**src/rtl/neuron_mac_stage.sv**
```systemverilog
// Per-neuron MAC: steps weight address per accepted beat, accumulates products, adds bias, rescales, saturates.
// Result valid three cycles after the last beat's handshake cycle; held with in_ready low until out_ready.
module neuron_mac_stage #(
  parameter int numWeight      = 3,
  parameter int addressWidth   = 10,
  parameter int dataWidth      = 16,
  parameter int fracWidth      = 8,
  parameter int input_channels = 1
) (
  input  logic                                   clk,
  input  logic                                   rst_n,
  input  logic                                   in_valid,
  output logic                                   in_ready,
  input  logic [input_channels*dataWidth-1:0]    in_data,
  output logic [addressWidth-1:0]                radd,
  input  logic [input_channels*dataWidth-1:0]    wout,
  input  logic [dataWidth-1:0]                   bias,
  output logic                                   out_valid,
  input  logic                                   out_ready,
  output logic [dataWidth-1:0]                   out_data,
  output logic                                   busy
);

  localparam int BEATS = numWeight / input_channels;
  localparam int ACCW  = 2*dataWidth + $clog2(numWeight) + 1;
  localparam int SUMW  = ACCW + 1;
  localparam logic [addressWidth-1:0] LAST_ADDR = addressWidth'(BEATS - 1);

  typedef enum logic [1:0] {ACC, FLUSH, RESULT} state_t;

  state_t                  state_q, state_d;
  logic [addressWidth-1:0] radd_q, radd_d;
  logic signed [ACCW-1:0]  acc_q, acc_d;
  logic signed [ACCW-1:0]  prod_q, prod_d;
  logic                    prod_vld_q, prod_vld_d;
  logic                    out_valid_q, out_valid_d;
  logic [dataWidth-1:0]    out_data_q, out_data_d;

  logic                    accept;
  logic signed [SUMW-1:0]  sum;
  logic signed [SUMW-1:0]  scaled;
  logic                    fits;
  logic [dataWidth-1:0]    sat_res;

  function automatic logic signed [ACCW-1:0] dot(
    input logic [input_channels*dataWidth-1:0] x,
    input logic [input_channels*dataWidth-1:0] w
  );
    logic signed [ACCW-1:0]        s;
    logic signed [dataWidth-1:0]   xa;
    logic signed [dataWidth-1:0]   wa;
    logic signed [2*dataWidth-1:0] p;
    s = '0;
    for (int i = 0; i < input_channels; i++) begin
      xa = x[i*dataWidth +: dataWidth];
      wa = w[i*dataWidth +: dataWidth];
      p  = xa * wa;
      s  = s + {{(ACCW-2*dataWidth){p[2*dataWidth-1]}}, p};
    end
    return s;
  endfunction

  assign accept = in_valid && (state_q == ACC);

  // Bias is aligned to the product's Q format before the single rescaling shift.
  assign sum     = {acc_q[ACCW-1], acc_q}
                 + ({{(SUMW-dataWidth){bias[dataWidth-1]}}, bias} <<< fracWidth);
  assign scaled  = sum >>> fracWidth;
  assign fits    = (scaled[SUMW-1:dataWidth-1] == {(SUMW-dataWidth+1){scaled[SUMW-1]}});
  assign sat_res = fits            ? scaled[dataWidth-1:0] :
                   scaled[SUMW-1]  ? {1'b1, {(dataWidth-1){1'b0}}} :
                                     {1'b0, {(dataWidth-1){1'b1}}};

  always_comb begin
    state_d     = state_q;
    radd_d      = radd_q;
    prod_d      = prod_q;
    prod_vld_d  = 1'b0;
    acc_d       = prod_vld_q ? (acc_q + prod_q) : acc_q;
    out_valid_d = out_valid_q;
    out_data_d  = out_data_q;
    case (state_q)
      ACC: begin
        if (accept) begin
          prod_d     = dot(in_data, wout);
          prod_vld_d = 1'b1;
          if (radd_q == LAST_ADDR) begin
            radd_d  = '0;
            state_d = FLUSH;
          end else begin
            radd_d  = radd_q + addressWidth'(1);
          end
        end
      end
      FLUSH: begin
        // Wait one cycle while the last product drains into the accumulator.
        if (!prod_vld_q) begin
          out_data_d  = sat_res;
          out_valid_d = 1'b1;
          state_d     = RESULT;
        end
      end
      RESULT: begin
        if (out_ready) begin
          out_valid_d = 1'b0;
          acc_d       = '0;
          state_d     = ACC;
        end
      end
      default: state_d = ACC;
    endcase
  end

  always_ff @(posedge clk or negedge rst_n) begin
    if (!rst_n) begin
      state_q     <= ACC;
      radd_q      <= '0;
      acc_q       <= '0;
      prod_q      <= '0;
      prod_vld_q  <= 1'b0;
      out_valid_q <= 1'b0;
      out_data_q  <= '0;
    end else begin
      state_q     <= state_d;
      radd_q      <= radd_d;
      acc_q       <= acc_d;
      prod_q      <= prod_d;
      prod_vld_q  <= prod_vld_d;
      out_valid_q <= out_valid_d;
      out_data_q  <= out_data_d;
    end
  end

  assign in_ready  = (state_q == ACC);
  assign radd      = radd_q;
  assign out_valid = out_valid_q;
  assign out_data  = out_data_q;
  assign busy      = (state_q != ACC) || (radd_q != '0);

endmodule

```
**config.mk**
```make
export PLATFORM = sky130hd
export DESIGN_NAME = neuron_mac_stage
export DESIGN_NICKNAME = d
export VERILOG_FILES = /design/src/rtl/neuron_mac_stage.sv
export SDC_FILE = /design/constraint.sdc
export NUM_CORES = 1
export LEC_CHECK = 0
export BUFFER_PORTS_ARGS = -buffer_cell sky130_fd_sc_hd__buf_2
export CAP_MARGIN = 0
export CORE_ASPECT_RATIO = 1.5
export CORE_MARGIN = 2
export CORE_UTILIZATION = 45
export DETAILED_ROUTE_END_ITERATION = 6
export PLACE_DENSITY_LB_ADDON = 0.15
export SLEW_MARGIN = 20
export SYNTH_ARGS = -nofsm -noshare
export SYNTH_HDL_FRONTEND = slang
export SYNTH_SLANG_ARGS = --single-unit
export TNS_END_PERCENT = 50
```
**constraint.sdc**
```tcl
create_clock -name clk -period 3.35 [get_ports clk]
set_input_delay 0.67 -clock clk [delete_from_list [all_inputs] [get_ports clk]]
set_output_delay 0.67 -clock clk [all_outputs]
set_load 0.03 [all_outputs]
```
# After elaboration in Yosys (flattened, before gate mapping)
# Cells that the tools add are included.
# W data, S select, Z words.
dict set report classes {
  mul 1
  n_eq_ne 8
  reduce_logical 10
  bitwise 1
  n_addsub 3
  muxes 16
}
# op n
set op_table {}
lappend op_table {{$mux W35} 3}
lappend op_table {{$add A35 B24 Y36} 1}
lappend op_table {{$add A35 B32 Y35} 1}
lappend op_table {{$mul A16 B16 Y32} 1}
lappend op_table {{$mux W16} 2}
lappend op_table {{$eq A12 B12 Y1} 1}
lappend op_table {{$add A10 B1 Y10 const B} 1}
lappend op_table {{$eq A10 B2 Y1 const B} 1}
lappend op_table {{$mux W10} 1}
lappend op_table {{$reduce_bool A10 Y1} 1}
lappend op_table {{$mux W2} 4}
lappend op_table {{$pmux W2 S3} 1}
lappend op_table {{$mux W1} 4}
lappend op_table {{$ne A2 B1 Y1 const B} 2}
lappend op_table {{$ne A2 B2 Y1 const B} 2}
lappend op_table {{$reduce_and A2 Y1} 2}
lappend op_table {{$reduce_and A4 Y1} 1}
lappend op_table {{$reduce_bool A2 Y1} 2}
lappend op_table {{$reduce_and A3 Y1} 1}
lappend op_table {{$eq A2 B1 Y1 const B} 1}
lappend op_table {{$eq A2 B2 Y1 const B} 1}
lappend op_table {{$logic_not A2 Y1} 1}
lappend op_table {{$pmux W1 S2} 1}
lappend op_table {{$logic_and A1 B1 Y1} 1}
lappend op_table {{other kinds (2)} 2}
dict set report word_totals {
  register_bits 97
  inputBits 52
  output_inout_bits 29
}

# Depth between registers and ports, before layout
dict set report depth {
  word_depth 4
  ltp_mapped 24
}

# Worst setup path after synthesis
# OpenSTA, ideal clock, no wires.
dict set report synth_timing {
  path_type {input -> register}
  from {in wout[1]}
  to {reg prod_q[31]}
  arrival_ns 6.505
  slack_ns -3.224
  t_required_ns 3.281
  setup_ns 0.069
  stages 21
  path_buffers 1
  path_cell_list {clkbuf_1 > nand2_1 > inv_1 > fa_1 > fa_1 > fa_1 > fa_1 > fa_1 > inv_1 > fa_1 > inv_1 > ha_1 > a21o_1 > a21o_1 > a221oi_1 > nor2b_1 > a2111o_1 > a21oi_1 > o21ai_0 > or4_1 > nand3_1}
}
dict set report synth_between {
  elab_chain_len 1
}
# element line_no
set synth_lines {}
lappend synth_lines {{start, declared} 16} ;# input logic [input_channels*dataWidth-1:0] wout,
lappend synth_lines {{$mul A16 B16 Y32} 57} ;# p = xa * wa;
lappend synth_lines {{end signal, assigned} 127} ;# prod_q <= prod_d;
lappend synth_lines {{end, declared} 34} ;# logic signed [ACCW-1:0] prod_q, prod_d;
# No other way between the ends.
# A chain may end at the register's enable or synchronous reset.

# Worst setup path after layout
dict set report layout_timing {
  from {in in_data[10]}
  to {reg prod_q[31]}
}
dict set report layout_between {
  elab_chain_len 1
}
# element line_no
set layout_lines {}
lappend layout_lines {{start, declared} 14} ;# input logic [input_channels*dataWidth-1:0] in_data,
lappend layout_lines {{$mul A16 B16 Y32} 57}
# No other way between the ends.

==> reports/metrics.csv <==
stage,metric,value,unit
status,status,finished with violations,
status,failing checks,setup timing,
yosys,Synth Register Bits,97,
die,# rows,87,
sta,Final min period,6120,ps
routing,drt via density,5.09,
sta,Least-Margin Pin Slew,708,ps
cells_and_area,Syn-to-layout area delta,26.4,%
sta,Slew headroom,0.527,
grt,total grt overflow,0,
worst_setup_path,Setup Crit Path Kind,primary input to flip-flop,
yosys,largest area contributor in the netlist,fa_1,
sta,RSZ-0062 raised after global routing,true,
die,Initial Utilization,0.454,
yosys,top cell type's share of synthesized area,0.312,
yosys,Synth Warn #,0,
worst_setup_path,"reg-to-reg slack, setup",0,ps
yosys,count of cell types in the netlist,77,
worst_setup_path,Worst R2R Path Depth,15,
cells_and_area,Nets,2684,
clocking,cts bufs inserted,9,
cells_and_area,Final Instance Area,0.0214,sq mm
yosys,Netlist Area Pre-Place,0.0169,sq mm
yosys,Synth area leaders,"fa_1 31%, dfrtp_1 14%, ha_1 11%, inv_1 7.2%, and2_1 5.1%",
placement,post-DP HPWL,35.8,mm
grt,initial antenna violation count,0,
placement,Placement Cell Area,0.0202,sq mm
routing,first-pass detailed-route iteration total,4,
grt,Total GRT Usage,0.219,
grt,vias in the first global route,14782,
die,core footprint,0.0373,sq mm
grt,pin count of the biggest net entering global routing,64,
die,IO Pins,81,
worst_setup_path,CP required,3650,ps
sta,Fin. Hold Viols,0,
cells_and_area,# fillers,3344,
clocking,H-tree depth,3,
yosys,number of synthesized flops with an enable pin,0,
cells_and_area,"most common cell after layout, fill and taps aside",inv_1,
die,total die area,0.0393,sq mm
routing,DR vias,13835,
sta,f_max,164,MHz
routing,initial DRC count,464,
clocking,CTS tree,yes,
sta,Tcrit/Tclk final,1.83,
clocking,"Reg clk slew, reported paths",70,ps
routing,DRT antenna net count,0,
yosys,Synthesized Nets,2360,
sta,Slew Limit Fails,0,
clocking,clock root buffer,clkbuf_16,
worst_setup_path,FF-to-FF Start,acc_q[8],
sta,Final Setup Violations,40,
placement,pre-CTS WS,-3380,ps
cells_and_area,most frequent cells in the layout,"303 x inv_1, 255 x buf_4, 245 x fa_1",
run,Max Cap Viol,0,
placement,number of port buffers,80,
yosys,Avg Inst Size Synth,8.93,sq um
worst_setup_path,"most used cell, CP",fa_1,
worst_setup_path,slowest CP cell,fa_1,
clocking,worst skew pair latency,360,ps
cells_and_area,Seq. cell area,0.00243,sq mm
yosys,Gate Count Post-Synth,1898,
sta,Setup TNS,-52670,ps
worst_setup_path,crit path DAT,6410,ps
clocking,Max Root-Sink Buffers,2,
routing,Routed WL per cell,15.3,um
worst_setup_path,crit end category,flip-flop,
cells_and_area,share of layout cells above drive strength 1,0.254,
grt,first-pass GRT wire length,70.3,mm
sta,min setup slack post-route,-2770,ps
worst_setup_path,CP Max Fanout,4,
sta,Setup Skew,9.88,ps
worst_setup_path,Max stage delay on crit path,540,ps
worst_setup_path,startpoint types,primary input,
routing,DRC,0,
placement,RePlAce Congestion,0.913,
clocking,hold-fix buffers at CTS,0,
yosys,Main synth FF type,dfrtp_1,
worst_setup_path,"critical path, cell by cell",buf_12 -> and2_4 -> fa_1 -> inv_2 -> fa_2 -> fa_1 -> inv_2 -> fa_1 -> fa_1 -> inv_1 -> fa_1 -> inv_2 -> ha_4 -> buf_6 -> a21o_1 -> a21o_1 -> a21oi_2 -> o21ai_1 -> a41o_1 -> a2111o_1 -> a21oi_2 -> o21ai_1 -> or4_1 -> nand3_1,
yosys,register area share after synthesis,0.143,
die,Die X,162,um
hold_path,Hold Path Class,primary input to async pin,
routing,Routed WL,41.5,mm
yosys,ys async rst share,1.00,
worst_setup_path,reg2reg end,out_data[0],
cells_and_area,area of the multi-input gates,0.0139,sq mm
die,Die Y,242,um
cells_and_area,Antenna diodes,0,
clocking,# clock sinks,97,
==> cell usage after synthesis (21+ instances only) <==
cell,instances
nand3_1,22
nor2_1,88
a21oi_1,95
nand2_1,219
xnor2_1,62
o21ai_0,72
ha_1,146
and2_1,139
clkbuf_1,51
mux2i_1,21
dfrtp_1,97
inv_1,326
a21o_1,36
fa_1,264
==> cell type report <==
type,count,area share
Multi-Input combinational cell,1416,0.649
Timing Repair Buffer,371,0.137
Sequential cell,97,0.113
Inverter,327,0.0573
Tap cell,489,0.0286
Clock buffer,12,0.0120
Clock inverter,4,0.00240
==> what timing repair did <==
action | 4_1_cts | 5_1_grt
resized for setup | 149 | 56
pin swaps | 70 | 37
endpoints found under the setup margin | 44 | 46
buffers inserted | 17 | 5
==> logic make-up (layout without fill, tap and decap cells) <==
kind of cell / after synthesis / after routing / synth area share
AND/OR/NAND/NOR: 563 / 563 / 0.164
adder cells (fa/ha/maj): 410 / 410 / 0.420
buffers and inverters: 385 / 714 / 0.0858
AO/OA/AOI/OAI: 339 / 339 / 0.132
flip-flops: 97 / 97 / 0.143
XOR/XNOR: 82 / 82 / 0.0424
multiplexers: 22 / 22 / 0.0131
==> critical path, delay by kind of cell <==
| family | cells | cell delay, ps |
|---|---|---|
| and+or+nand+nor | 3 | 640 |
| buffers and inverters | 6 | 400 |
| AOI/OAI and AO/OA | 8 | 1430 |
| adders and majority gates | 7 | 3260 |
==> flip-flops by register name, summed over array words and instances (netlist names) <==
signal,flops
out_valid,1
out_data,16
prod_vld_q,1
state_q,2
radd,10
acc_q,35
prod_q,32
==> metrics by stage <==
step / hold slack, ps / cells / utilization
after CTS: 291 / 2711 / 0.567
after global routing: 311 / 2716 / 0.574
after detailed placement: 477 / 2680 / 0.541
after global placement: 463 / 2680 / 0.541
final: 277 / 2716 / 0.574
after floorplan: 374 / 1898 / -
==> per-layer routing <==
metal | routed length [um] | up-vias | GRT usage
met2 | 23100 | 178 | 0.429
met5 | 0 | - | 0
met4 | 1290 | 0 | 0.0726
li1 | - | 6786 | -
met1 | 16300 | 6812 | 0.248
met3 | 755 | 59 | 0.0146
==> worst max-delay path by stage <==
stage / from / end / cells after the start
after detailed placement: wout[4] / prod_q[30] / 23
after global routing: in_data[10] / prod_q[31] / 24
after CTS: in_data[10] / prod_q[31] / 24
after global placement: in_data[5] / prod_q[30] / 23
after floorplan: wout[3] / prod_q[30] / 21
final: in_data[10] / prod_q[31] / 24
Power is not shown: default switching activity piles up to over one toggle a cycle in this logic, so the estimate is an artifact.
